$ cat src/rtl/bin_driv.sv
// Binarisation stage: reads gray/RGB pixel words from BRAM, thresholds the
// gray byte and writes back {gray, b, b, b} with b = 0xFF or 0x00, counting
// set pixels. Requests arrive over the shake handshake; status returns on it.
module bin_driv #(
   parameter int unsigned WD_SHK_SYNC = 16,
   parameter int unsigned WD_SHK_DLAY = 15,
   parameter int unsigned WD_BRAM_DAT = 32,
   parameter int unsigned WD_BRAM_WEN = 4,
   parameter int unsigned WD_ERR_INFO = 4
) (
   input  logic                   s_sys_a_clock,
   input  logic                   s_sys_a_reset,
   input  logic                   s_shk_bin_wvalid,
   input  logic [WD_SHK_SYNC-1:0] s_shk_bin_smosi,
   input  logic [WD_SHK_DLAY-1:0] s_shk_bin_dmosi,
   output logic                   s_shk_bin_wready,
   output logic [WD_SHK_SYNC-1:0] s_shk_bin_smiso,
   output logic [WD_SHK_DLAY-1:0] s_shk_bin_dmiso,
   output logic [WD_BRAM_DAT-1:0] m_bram_bin_addr,
   output logic                   m_bram_bin_clk,
   output logic [WD_BRAM_DAT-1:0] m_bram_bin_din,
   input  logic [WD_BRAM_DAT-1:0] m_bram_bin_dout,
   output logic                   m_bram_bin_en,
   output logic                   m_bram_bin_rst,
   output logic [WD_BRAM_WEN-1:0] m_bram_bin_we,
   input  logic [WD_ERR_INFO-1:0] s_err_bin_info1,
   output logic [WD_ERR_INFO-1:0] m_err_bin_info1
);

   localparam int unsigned WD_CNT   = 20;
   localparam int unsigned WD_PHASE = 2;
   localparam int unsigned WD_GRAY  = 8;
   localparam int unsigned MAX_SIZE = 512;
   localparam int unsigned KPIX_LOG = 10;

   typedef enum logic [2:0] {
      ST_IDLE,
      ST_START,
      ST_SIZE,
      ST_READ,
      ST_BIN,
      ST_WRITE,
      ST_WAIT
   } state_t;

   state_t                 state_q,  state_d;
   logic [WD_PHASE-1:0]    phase_q,  phase_d;
   logic [WD_BRAM_DAT-1:0] addr_q,   addr_d;
   logic [WD_BRAM_DAT-1:0] last_q,   last_d;
   logic [WD_GRAY-1:0]     gray_q,   gray_d;
   logic [WD_BRAM_DAT-1:0] din_q,    din_d;
   logic [WD_BRAM_WEN-1:0] we_q,     we_d;
   logic                   en_q,     en_d;
   logic [WD_CNT-1:0]      count_q,  count_d;
   logic [WD_GRAY-1:0]     thr_q,    thr_d;
   logic                   inv_q,    inv_d;
   logic                   wready_q, wready_d;
   logic [WD_SHK_SYNC-1:0] smiso_q,  smiso_d;
   logic [WD_SHK_DLAY-1:0] dmiso_q,  dmiso_d;

   logic                   hit;
   logic [WD_GRAY-1:0]     bin_byte;
   logic [WD_CNT-1:0]      count_inc;
   logic                   unused_bits;

   // Config bits above inv and the RGB part of the read word are not needed
   assign unused_bits = ^{s_shk_bin_smosi[WD_SHK_SYNC-1:9], m_bram_bin_dout[WD_BRAM_DAT-9:0]};

   // Threshold decision for the captured pixel
   assign hit       = (gray_q >= thr_q) ^ inv_q;
   assign bin_byte  = hit ? 8'hFF : 8'h00;
   assign count_inc = count_q + WD_CNT'(hit);

   // State and datapath registers
   always_ff @(posedge s_sys_a_clock or posedge s_sys_a_reset) begin
      if (s_sys_a_reset) begin
         state_q  <= ST_IDLE;
         phase_q  <= '0;
         addr_q   <= '0;
         last_q   <= '0;
         gray_q   <= '0;
         din_q    <= '0;
         we_q     <= '0;
         en_q     <= 1'b0;
         count_q  <= '0;
         thr_q    <= '0;
         inv_q    <= 1'b0;
         wready_q <= 1'b0;
         smiso_q  <= '0;
         dmiso_q  <= '0;
      end else begin
         state_q  <= state_d;
         phase_q  <= phase_d;
         addr_q   <= addr_d;
         last_q   <= last_d;
         gray_q   <= gray_d;
         din_q    <= din_d;
         we_q     <= we_d;
         en_q     <= en_d;
         count_q  <= count_d;
         thr_q    <= thr_d;
         inv_q    <= inv_d;
         wready_q <= wready_d;
         smiso_q  <= smiso_d;
         dmiso_q  <= dmiso_d;
      end
   end

   // Next-state and next-output logic
   always_comb begin
      state_d  = state_q;
      phase_d  = phase_q;
      addr_d   = addr_q;
      last_d   = last_q;
      gray_d   = gray_q;
      din_d    = din_q;
      we_d     = '0;
      en_d     = 1'b1;
      count_d  = count_q;
      thr_d    = thr_q;
      inv_d    = inv_q;
      wready_d = wready_q;
      smiso_d  = smiso_q;
      dmiso_d  = dmiso_q;

      case (state_q)
         ST_IDLE: begin
            wready_d = 1'b0;
            state_d  = ST_START;
         end
         ST_START: begin
            if (s_shk_bin_wvalid) begin
               thr_d   = s_shk_bin_smosi[7:0];
               inv_d   = s_shk_bin_smosi[8];
               count_d = '0;
               smiso_d = '0;
               dmiso_d = '0;
               state_d = ST_SIZE;
            end
         end
         ST_SIZE: begin
            if ((s_shk_bin_dmosi == '0) || (s_shk_bin_dmosi > WD_SHK_DLAY'(MAX_SIZE))) begin
               smiso_d[1] = 1'b1;
               smiso_d[0] = 1'b1;
               wready_d   = 1'b1;
               state_d    = ST_WAIT;
            end else begin
               // Last pixel address of the image, size given in 1k-pixel units
               last_d  = (WD_BRAM_DAT'(s_shk_bin_dmosi) << KPIX_LOG) - WD_BRAM_DAT'(1);
               addr_d  = '0;
               phase_d = '0;
               state_d = ST_READ;
            end
         end
         ST_READ: begin
            if (phase_q == WD_PHASE'(2)) begin
               gray_d  = m_bram_bin_dout[31:24];
               phase_d = '0;
               state_d = ST_BIN;
            end else begin
               phase_d = phase_q + WD_PHASE'(1);
            end
         end
         ST_BIN: begin
            din_d   = WD_BRAM_DAT'({gray_q, bin_byte, bin_byte, bin_byte});
            count_d = count_inc;
            dmiso_d = count_inc[WD_CNT-1:5];
            we_d    = '1;
            phase_d = '0;
            state_d = ST_WRITE;
         end
         ST_WRITE: begin
            if (phase_q == '0) begin
               phase_d = WD_PHASE'(1);
            end else begin
               phase_d = '0;
               addr_d  = addr_q + WD_BRAM_DAT'(1);
               if (addr_q == last_q) begin
                  smiso_d[0] = 1'b1;
                  wready_d   = 1'b1;
                  state_d    = ST_WAIT;
               end else begin
                  state_d = ST_READ;
               end
            end
         end
         ST_WAIT: begin
            wready_d   = 1'b1;
            smiso_d[0] = 1'b1;
            if (!s_shk_bin_wvalid) begin
               wready_d = 1'b0;
               state_d  = ST_IDLE;
            end
         end
         default: state_d = ST_IDLE;
      endcase
   end

   // Output wiring
   assign s_shk_bin_wready = wready_q;
   assign s_shk_bin_smiso  = smiso_q;
   assign s_shk_bin_dmiso  = dmiso_q;
   assign m_bram_bin_addr  = addr_q;
   assign m_bram_bin_clk   = s_sys_a_clock;
   assign m_bram_bin_din   = din_q;
   assign m_bram_bin_en    = en_q;
   assign m_bram_bin_rst   = 1'b0;
   assign m_bram_bin_we    = we_q;
   assign m_err_bin_info1  = s_err_bin_info1 | WD_ERR_INFO'(smiso_q[1]);

endmodule

$ cat config.mk
export PLATFORM = sky130hd
export DESIGN_NAME = bin_driv
export DESIGN_NICKNAME = d
export VERILOG_FILES = /design/src/rtl/bin_driv.sv
export SDC_FILE = /design/constraint.sdc
export NUM_CORES = 1
export LEC_CHECK = 0
export ABC_CLOCK_PERIOD_IN_PS = 6800
export CORE_AREA = 2 2 146 148
export DETAILED_ROUTE_END_ITERATION = 16
export DIE_AREA = 0 0 148 150
export GPL_TIMING_DRIVEN = 0
export PLACE_DENSITY = 0.55
export SLEW_MARGIN = 40
export SYNTH_ARGS = -nofsm -noshare
export SYNTH_HDL_FRONTEND = slang
export SYNTH_SLANG_ARGS = --single-unit
$ cat constraint.sdc
create_clock -name s_sys_a_clock -period 6.8 [get_ports s_sys_a_clock]
set_input_delay 1.36 -clock s_sys_a_clock [delete_from_list [all_inputs] [get_ports s_sys_a_clock]]
set_output_delay 1.36 -clock s_sys_a_clock [all_outputs]
set_load 0.03 [all_outputs]
==> results.py, run 1 <==
metrics = {
    "critical_path": {
        "timing.critical_path.mode_cell": "clkbuf_16",
        "crit_fanout": 2,
        "critical_path.cell_chain": "clkbuf_16 > clkbuf_16 > buf_4 > clkdlybuf4s50_1",
        "endpoint_kind": "output pin",
        "critPathBufInv": 4,
        "cp_slowest_cell": "clkdlybuf4s50_1",
        "start_kind": "clock port",
        "crit_required_ps": 5440,
        "crit_family": "buffers and inverters",
        "cp_data_arrival_time_ps": 4340,
        "crit_path_max_incr_delay_ps": 580,
        "path_class": "clk2out",
    },
    "sta": {
        "clock_skew_ps": 12.4,
        "setup_tns_ps": 0,
        "worstMarginPinSlew_ps": 833,
        "rsz0062_at_grt": "false",
        "hold_viol": 0,
        "setup_viol": 0,
        "maxSlewHeadroom_pct": 44.2,
        "report.final.slew_viol_count": 0,
    },
    "synth": {
        "synth-async-reset-ratio_pct": 100,
        "synth_cells": 643,
        "synth_warnings": 0,
        "synth-seq-cells": 105,
        "synth_area_per_cell_um2": 9.50,
        "synthFlopType": "dfrtp_1",
        "synth_area_mm2": 0.00611,
        "ys_seq_area_share_pct": 43.0,
        "synth-edff-count": 0,
        "synth_cell_types": 58,
    },
    "clocking": {
        "cts_hold_buffers": 0,
        "cts_tree": "yes",
        "post_cts_buffers": 0,
        "clkTransAtPathRegs_ps": 70,
        "ctsResizeCount": 0,
        "clock_latency_ps": 470,
    },
    "die": {
        "die_area_mm2": 0.0222,
        "core_area_mm2": 0.0207,
        "dieHeight_um": 150,
        "die_w_um": 148,
        "start_util_pct": 29.5,
        "row_count": 53,
        "ioPinCount": 177,
    },
    "cells_and_area": {
        "area_growth_pct": 34.4,
        "mostFrequentLayoutCell": "clkdlybuf4s50_1",
        "layout_common_cells": "127 x clkdlybuf4s50_1, 105 x dfrtp_1, 92 x nand2_1",
        "nNetsFinal": 885,
        "drive_gt1_share_pct": 16.3,
        "fillers": 2126,
        "antennaDiodeCount": 0,
    },
    "pwr": {
        "peakVddDrop_mv": 0.172,
        "p_total_mw": 3.21,
        "p_per_area_mw_per_mm2": 391,
        "leakage_nw": 3.54,
    },
    "placement": {
        "portBuffers": 127,
        "hpwl_um": 11100,
        "gp_congestion": 0.775,
    },
    "drt": {
        "drt_iter0_drc": 169,
        "firstDrtPassIters": 5,
        "vias": 4911,
        "ant_nets": 0,
        "post_drt_wl_per_cell_um": 14.0,
        "wirelength_um": 15100,
        "drc": 0,
        "vias_per_cell": 4.55,
    },
    "global_route": {
        "grt_pass1_wl_um": 24300,
        "grt_max_degree": 66,
        "grtUsageTotal_pct": 13.7,
        "antenna_found_initial": 0,
        "grt_overflow_total": 0,
        "grt_pass1_vias": 4591,
    },
    "run": {
        "drv_cap": 0,
    },
    "outcome": {
        "status": "finished, final reports clean",
    },
    "min_path": {
        "hp-class": "reg2reg",
    },
}
[cell type report]
type	count	area [um^2]	share of cell area, %
Clock buffer	14	314	3.83
Buffer	83	589	7.18
Timing Repair Buffer	127	1290	15.7
Clock inverter	6	75.1	0.914
Multi-Input combinational cell	446	2880	35.0
Tap cell	275	344	4.19
Inverter	23	93.8	1.14
Sequential cell	105	2630	32.0
[Yosys cell counts (13+ instances only)]
library cell / count / area (um^2)
dfrtp_1: 105 / 2630
nand2_1: 92 / 345
buf_4: 63 / 473
nor2_1: 30 / 113
xor2_1: 30 / 263
o21ai_0: 29 / 145
nand3_1: 25 / 125
nand4_1: 25 / 156
inv_1: 23 / 86.3
mux2_2: 17 / 191
ha_1: 16 / 200
clkbuf_1: 14 / 52.6
xnor2_1: 14 / 123
a21oi_1: 13 / 65.1
[worst min-delay path, delay by kind of cell, from the launching register on]
kind | cells | cell delay [ps]
flops | 1 | 350
simple gates | 2 | 100
[state kept, by name (all words and copies together) (netlist names), 2 cells and up]
| name | cells |
|---|---|
| m_bram_bin_addr | 32 |
| count_q | 20 |
| last_q | 17 |
| m_bram_bin_din | 9 |
| gray_q | 8 |
| thr_q | 8 |
| state_q | 3 |
| phase_q | 2 |
| s_shk_bin_smiso | 2 |
[power breakdown]
part / total (mW) / internal (mW) / switching [mW]
sequential: 1.01 / 0.796 / 0.210
combinational: 1.54 / 0.681 / 0.854
clock: 0.668 / 0.383 / 0.285
[through the flow]
stage / instance area (um^2) / setup WS (ps) / utilization [%] / hold WS, ps / instances
5_1_grt: 8210 / 1090 / 39.7 / 498 / 1079
4_1_cts: 8200 / 1090 / 39.6 / 486 / 1079
2_1_floorplan: 6160 / 1900 / - / 458 / 657
3_3_place_gp: 7780 / 731 / 37.6 / 460 / 1059
6_report: 8210 / 1100 / 39.7 / 478 / 1079
3_5_place_dp: 7820 / 1360 / 37.8 / 467 / 1060
[logic make-up after synthesis]
| kind of cell | Yosys count | synth area share, % |
|---|---|---|
| and+or+nand+nor | 257 | 22.3 |
| DFF | 105 | 43.0 |
| muxes | 27 | 4.77 |
| xor gates and xnor gates | 44 | 6.31 |
| adders and majority gates | 16 | 3.28 |
| other | 2 | 0.123 |
| AOI/OAI and AO/OA | 86 | 9.20 |
| buffers and inverters | 106 | 11.1 |
[metal layers]
layer	track usage (%)	wire, um	vias to the layer above
met5	0	0	-
met4	3.67	146	0
met3	3.35	844	10
met2	22.5	7040	119
met1	18.1	7030	2296
li1	-	-	2486
[worst paths after layout]
kind                                 endpoint  slack [ps]  cells after the start          startpoint
setup / recovery               m_bram_bin_clk        1100                      4       s_sys_a_clock
hold / removal             m_bram_bin_din[31]         480                      2  m_bram_bin_din[31]
setup reg to reg                  count_q[18]        3380                     15           gray_q[0]
hold reg to reg            m_bram_bin_din[31]         480                      2  m_bram_bin_din[31]
max in group asynchronous  m_bram_bin_din[25]        4880                      3       s_sys_a_reset
min in group asynchronous  m_bram_bin_addr[5]        1280                      2       s_sys_a_reset
Note: power is estimated with default switching activity, not from simulation.
==> inputs of run 2 (changes only) <==
- ABC_CLOCK_PERIOD_IN_PS: 6800 -> 5900
- clock period: 6.8 -> 5.9 ns (I/O delays scaled with it)
==> results of run 2 <==
The final DEF is identical to that of run 1. Status: finished, final reports clean.
Main changes from that run: setup slack after placement 1360 ps -> 1090 ps; setup slack after layout 1100 ps -> 831 ps; register-to-register setup slack 3380 ps -> 2480 ps; total power 3.21 mW -> 3.70 mW; worst IR drop on VDD 0.172 mV -> 0.198 mV
